==> src/rtl/nmr_seq_pkg.sv <==
// nmr_seq_pkg: shared state encoding and size defaults for the NMR pulse sequencer
package nmr_seq_pkg;

    localparam int N_PULSES_MAX     = 3;
    localparam int DEF_CNT_W        = 32;
    localparam int DEF_SCAN_W       = 16;
    localparam int DEF_BLANK_CYCLES = 16;

    typedef enum logic [2:0] {
        IDLE,
        ARM,
        PULSE,
        PDLY,
        BLANK,
        ACQ,
        REP,
        DONE
    } state_t;

    // States whose duration is measured by the shared down-counter
    function automatic logic is_timed(input state_t s);
        return (s == PULSE) || (s == PDLY) || (s == BLANK) || (s == ACQ) || (s == REP);
    endfunction

endpackage

==> src/rtl/seq_timer.sv <==
// seq_timer: loadable down-counter shared by all timed sequencer states
module seq_timer #(
    parameter int W = 32
) (
    input  logic         clk,
    input  logic         rst,
    input  logic         load,
    input  logic [W-1:0] len,
    output logic         expire
);

    logic [W-1:0] cnt;

    // Load promotes a zero length to one so every timed state lasts at least a cycle
    always_ff @(posedge clk) begin
        if (rst)
            cnt <= '0;
        else if (load)
            cnt <= (len == '0) ? W'(1) : len;
        else if (cnt > W'(1))
            cnt <= cnt - W'(1);
    end

    assign expire = (cnt == W'(1));

endmodule

==> src/rtl/nmr_pulse_sequencer.sv <==
// nmr_pulse_sequencer: multi-pulse NMR scan sequencer; RX_BLANK_EN adds a receiver blanking state before ACQ
module nmr_pulse_sequencer
    import nmr_seq_pkg::*;
#(
    parameter int CNT_W        = DEF_CNT_W,
    parameter int SCAN_W       = DEF_SCAN_W,
    parameter int BLANK_CYCLES = DEF_BLANK_CYCLES
) (
    input  logic                      clk,
    input  logic                      rst,
    input  logic                      start,
    input  logic                      abort,
    input  logic                      dds_valid,
    input  logic [1:0]                n_pulses,
    input  logic [3*CNT_W-1:0]        pulse_len,
    input  logic [3*CNT_W-1:0]        pulse_dly,
    input  logic [CNT_W-1:0]          acq_len,
    input  logic [CNT_W-1:0]          rep_dly,
    input  logic [SCAN_W-1:0]         n_scans,
    output logic                      enable_gen,
    output logic [1:0]                TX_active_phase,
    output logic                      rx_gate,
    output logic                      busy,
    output logic                      done,
    output logic [SCAN_W-1:0]         scan_count
);

`ifdef RX_BLANK_EN
    localparam state_t POST_TX = BLANK;
`else
    localparam state_t POST_TX = ACQ;
`endif

    state_t             state, state_n, first_st;
    logic [1:0]         k, k_n;
    logic               accept, load, expire, last_scan, more_pulses;
    logic [CNT_W-1:0]   tlen;

    logic [CNT_W-1:0]   pl_s [N_PULSES_MAX];
    logic [CNT_W-1:0]   pd_s [N_PULSES_MAX];
    logic [CNT_W-1:0]   acq_s, rep_s;
    logic [1:0]         np_s;
    logic [SCAN_W-1:0]  ns_s;

    assign accept      = (state == IDLE) && start && !abort;
    assign first_st    = (np_s == 2'd0) ? POST_TX : PULSE;
    assign more_pulses = ({1'b0, k} + 3'd1) < {1'b0, np_s};
    assign last_scan   = ({1'b0, scan_count} + (SCAN_W+1)'(1)) >= {1'b0, ns_s};

    // Next-state, pulse index and timer load selection
    always_comb begin
        state_n = state;
        k_n     = k;
        case (state)
            IDLE:  if (accept) state_n = (n_scans == '0) ? DONE : ARM;
            ARM:   if (dds_valid) begin
                       state_n = first_st;
                       k_n     = 2'd0;
                   end
            PULSE: if (expire) state_n = PDLY;
            PDLY:  if (expire) begin
                       state_n = more_pulses ? PULSE : POST_TX;
                       k_n     = more_pulses ? k + 2'd1 : k;
                   end
            BLANK: if (expire) state_n = ACQ;
            ACQ:   if (expire) state_n = REP;
            REP:   if (expire) begin
                       state_n = last_scan ? DONE : first_st;
                       k_n     = 2'd0;
                   end
            DONE:  state_n = IDLE;
            default: state_n = IDLE;
        endcase
        if (abort && state != IDLE && state != DONE)
            state_n = DONE;
        load = (state_n != state) && is_timed(state_n);
        tlen = (state_n == PULSE) ? pl_s[k_n] :
               (state_n == PDLY)  ? pd_s[k_n] :
               (state_n == ACQ)   ? acq_s     :
               (state_n == REP)   ? rep_s     : CNT_W'(BLANK_CYCLES);
    end

    seq_timer #(.W(CNT_W)) u_timer (
        .clk    (clk),
        .rst    (rst),
        .load   (load),
        .len    (tlen),
        .expire (expire)
    );

    // Capture the run configuration when a start is accepted
    always_ff @(posedge clk) begin
        if (accept) begin
            for (int i = 0; i < N_PULSES_MAX; i++) begin
                pl_s[i] <= pulse_len[i*CNT_W +: CNT_W];
                pd_s[i] <= pulse_dly[i*CNT_W +: CNT_W];
            end
            acq_s <= acq_len;
            rep_s <= rep_dly;
            np_s  <= n_pulses;
            ns_s  <= n_scans;
        end
    end

    // State register and registered outputs decoded from the next state
    always_ff @(posedge clk) begin
        if (rst) begin
            state           <= IDLE;
            k               <= 2'd0;
            enable_gen      <= 1'b0;
            TX_active_phase <= 2'd0;
            rx_gate         <= 1'b0;
            busy            <= 1'b0;
            done            <= 1'b0;
            scan_count      <= '0;
        end else begin
            state           <= state_n;
            k               <= k_n;
            enable_gen      <= (state_n == PULSE);
            TX_active_phase <= (state_n == PULSE) ? k_n :
                               (state_n == IDLE)  ? 2'd0 : TX_active_phase;
            rx_gate         <= (state_n == ACQ);
            busy            <= (state_n != IDLE);
            done            <= (state_n == DONE);
            scan_count      <= accept ? '0 :
                               (state == REP && expire && !abort) ? scan_count + SCAN_W'(1) : scan_count;
        end
    end

endmodule

==> config.mk <==
export PLATFORM = sky130hd
export DESIGN_NAME = nmr_pulse_sequencer
export DESIGN_NICKNAME = d
export VERILOG_FILES = /design/src/rtl/nmr_seq_pkg.sv /design/src/rtl/seq_timer.sv /design/src/rtl/nmr_pulse_sequencer.sv
export SDC_FILE = /design/constraint.sdc
export NUM_CORES = 1
export LEC_CHECK = 0
export ABC_AREA = 1
export CAP_MARGIN = 20
export CORE_AREA = 3 3 128 223
export CTS_CLUSTER_DIAMETER = 80
export CTS_CLUSTER_SIZE = 14
export DETAILED_ROUTE_END_ITERATION = 6
export DIE_AREA = 0 0 131 226
export PLACE_DENSITY_LB_ADDON = 0.25
export SYNTH_ARGS = -nofsm -noshare
export SYNTH_HDL_FRONTEND = slang
export SYNTH_SLANG_ARGS = --single-unit
export TNS_END_PERCENT = 10
==> constraint.sdc <==
create_clock -name clk -period 38.5 [get_ports clk]
set_input_delay 5.775 -clock clk [delete_from_list [all_inputs] [get_ports clk]]
set_output_delay 5.775 -clock clk [all_outputs]
set_load 0.005 [all_outputs]
==> results.toml <==
[run_status]
status = "finished clean"

[cells_and_area]
ff_latch_area_sq_mm = 0.00941
final_nets = 2081
multi_input_area_sq_mm = 0.00485
drive_above_1_share_pct = 5.22
nFillCells = 1988
syn2layout_area_growth_pct = 26.6

[global_route]
grt_usage_pct = 29.3
grt_pass1_vias = 12100
grt_antenna_before_repair = 11
grt_start_max_net_pins = 209
grt_overflow = 0
grt_pass1_wl_um = 65200

[floorplan]
io_pins = 301
dieWidth_um = 131
die_area_sq_mm = 0.0296
core_sq_mm = 0.0268
initial_core_util_pct = 56.2
die_y_um = 226
rows = 79

[synth]
synthArstFlopShare_pct = 0
yosys.cell_types.count = 50
synth_simple_gate_area_share_pct = 20.1
muxShareOfSynthArea_pct = 0
ys_seq_area_share_pct = 62.5
synth_largest_area_cell = "edfxtp_1"
synth_edf_count = 274
synth_top_family_by_area = "simple AND/OR/NAND/NOR gates"
synthesis.nets = 1800
synth_ff_type = "edfxtp_1"
synth.top_cell.area_share_pct = 54.6
syn_area_sq_mm = 0.0151
syn_avg_cell_area_sq_um = 10.0
yosys_register_bits = 333
synth-xor-area-share_pct = 1.63
synth_compound_area_share_pct = 8.53
yosysWarningCount = 0
synthCells = 1500
synthTopCellsByArea = "edfxtp_1 (55%), nand2_1 (9.2%), dfxtp_1 (7.8%), nor2_1 (4.4%), o21ai_0 (3.1%)"
synth_fa_ha_area_share_pct = 1.79

[sta]
finalWorstSetupSlack_ns = 28.39
slew_headroom_pct = 26.4
skew_ns = 0.0149
report.final.slew_viol_count = 0
setup_viol = 0
min_period_over_period_pct = 26.3
min_period_ns = 10.11
tightestPinTransition_ns = 1.10
finalHoldViolations = 0
fin_setup_tns_ns = 0
fmax_ghz = 0.0989
rsz0062_at_grt = "false"

[placed_design]
hpwl_um = 32700
post-place-ws_ns = 27.91
io_buffers = 300
place.gp.congestion = 0.938

[pwr]
power_uw = 1300
ir_drop_v = 0.0000488
power_density_mw_per_mm2 = 68.3
leakage_uw = 0.00723

[min_path]
hold_class = "flip-flop to flip-flop"
worstHoldStart = "scan_count[11]"

[job]
cap_violations = 0

[clocking]
root_buffer = "clkbuf_16"
cts_resized = 0
htreeDepth = 1
tritoncts = "done"
clk_pin_slew_worst_paths_ns = 0.07
cts_buffers = 27
hold_buffers = 0
numClockSinks = 333
clock_path_buffers = 3
clock_latency_ns = 0.55
postCtsSetupRepairBufs = 0

[drt]
vias_per_cell = 5.50
drcViolationCount = 0
ant_nets = 0
drtIter0Drc = 969
first_pass_iters = 5
wirelength_um = 43900
route.vias.total = 12000
avgRoutedWirePerCell_um = 20.2

[worst_setup_path]
r2r-start = "scan_count[0]"
path_class = "input pin to flip-flop"
cp_data_arrival_time_ns = 10.48
critPathMaxFanout = 70
start_kind = "input pin"
worstPathRequired_ns = 38.87
cp-end-kind = "flip-flop"
crit_start = "abort"
[registers in the layout, indices dropped and copies added, names as in the netlist]
signal and cells:
busy 1, ns_s 16, pl_s 96, state 3, pd_s 96, k 2, enable_gen 1, np_s 2
rx_gate 1, scan_count 16, acq_s 32, rep_s 32, done 1, TX_active_phase 2, u_timer.cnt 32
[cell usage after synthesis, types with 2 or more instances]
master	instances
nor2_4	6
or2_2	2
nand4_1	34
nand3_1	57
nor3_2	3
inv_1	117
o21a_1	2
a21oi_2	2
nor4_1	3
nor3_1	14
edfxtp_1	274
clkbuf_1	18
dfxtp_1	59
inv_4	2
nor2_2	9
a31oi_1	17
a21boi_1	6
nand2_2	8
nand2_4	2
buf_2	18
nand3_4	3
a21oi_1	87
ha_1	20
o31ai_1	2
a32o_1	2
xor2_1	23
xnor2_1	5
nand2_1	368
inv_2	13
o211ai_1	7
buf_6	7
nand3_2	4
buf_4	8
nor2_1	177
o21ai_0	94
o21ai_1	13
[logic make-up after synthesis]
family / after synthesis
xor gates and xnor gates: 28
DFF: 333
AOI/OAI and AO/OA: 235
and+or+nand+nor: 696
adders and majority gates: 21
buffers and inverters: 187
[final cells by class]
class | count | area share (%)
Antenna cell | 11 | 0.144
Clock buffer | 48 | 3.96
Clock inverter | 1 | 0.0262
Inverter | 133 | 2.65
Multi-Input combinational cell | 980 | 25.4
Sequential cell | 333 | 49.3
Tap cell | 364 | 2.39
Timing Repair Buffer | 306 | 16.0
[layout by cell type, fill, tap and decap left out, types with 8 or more instances in the layout]
cell type and n:
nand2_1 368, clkdlybuf4s50_1 300, edfxtp_1 274, nor2_1 177
inv_1 117, o21ai_0 94, a21oi_1 87, dfxtp_1 59
nand3_1 57, nand4_1 34, clkbuf_16 27, xor2_1 23
clkbuf_1 21, ha_1 20, a31oi_1 17, nor3_1 14
inv_2 13, o21ai_1 13, diode_2 11, nor2_2 8
nand2_2 8
[worst max-delay path, cell delays in order]
cell             delay, ns
clkdlybuf4s50_1       0.52
nor3b_4               0.22
buf_4                 0.74
nand4_1               0.21
nand2_2               0.15
inv_2                 0.07
nand3_4               0.28
inv_4                 0.12
nand2_1               0.08
o211ai_1              0.11
inv_2                 0.10
a41oi_4               0.10
buf_4                 0.27
nor2_4                0.40
clkinv_2              0.35
nand2_1               0.82
a21oi_1               0.11
[routing by layer]
metal | vias to the layer above | track usage [%] | part of all wire [%]
li1 | 5663 | - | -
met1 | 5621 | 30.9 | 33
met2 | 574 | 54.0 | 55
met3 | 120 | 4.28 | 6.2
met4 | 0 | 16.4 | 5.9
met5 | - | 0 | 0
[through the flow]
stage	util [%]	instances	hold slack [ns]	instance area (sq um)
final	71.2	2176	0.516	19100
after global routing	71.2	2176	0.554	19100
after CTS	71.1	2165	0.521	19000
after detailed placement	68.3	2116	0.508	18300
after global placement	68.3	2116	0.490	18300
after floorplan	-	1500	0.480	15100
[report_power, final]
group	switching [uW]	internal (uW)	leakage (uW)	total (uW)
Combinational	403	173	0.00387	576
Sequential	20.3	453	0.00299	473
Clock	122	132	0.000362	254
Total	546	758	0.00723	1300
[final timing paths]
check | cells past startpoint | to | slack, ns
max | 17 | u_timer.cnt[14] | 28.39
min | 2 | scan_count[11] | 0.52
max reg2reg | 28 | u_timer.cnt[14] | 31.60
min reg2reg | 2 | scan_count[11] | 0.52
Power figures use the tool's default switching activity.
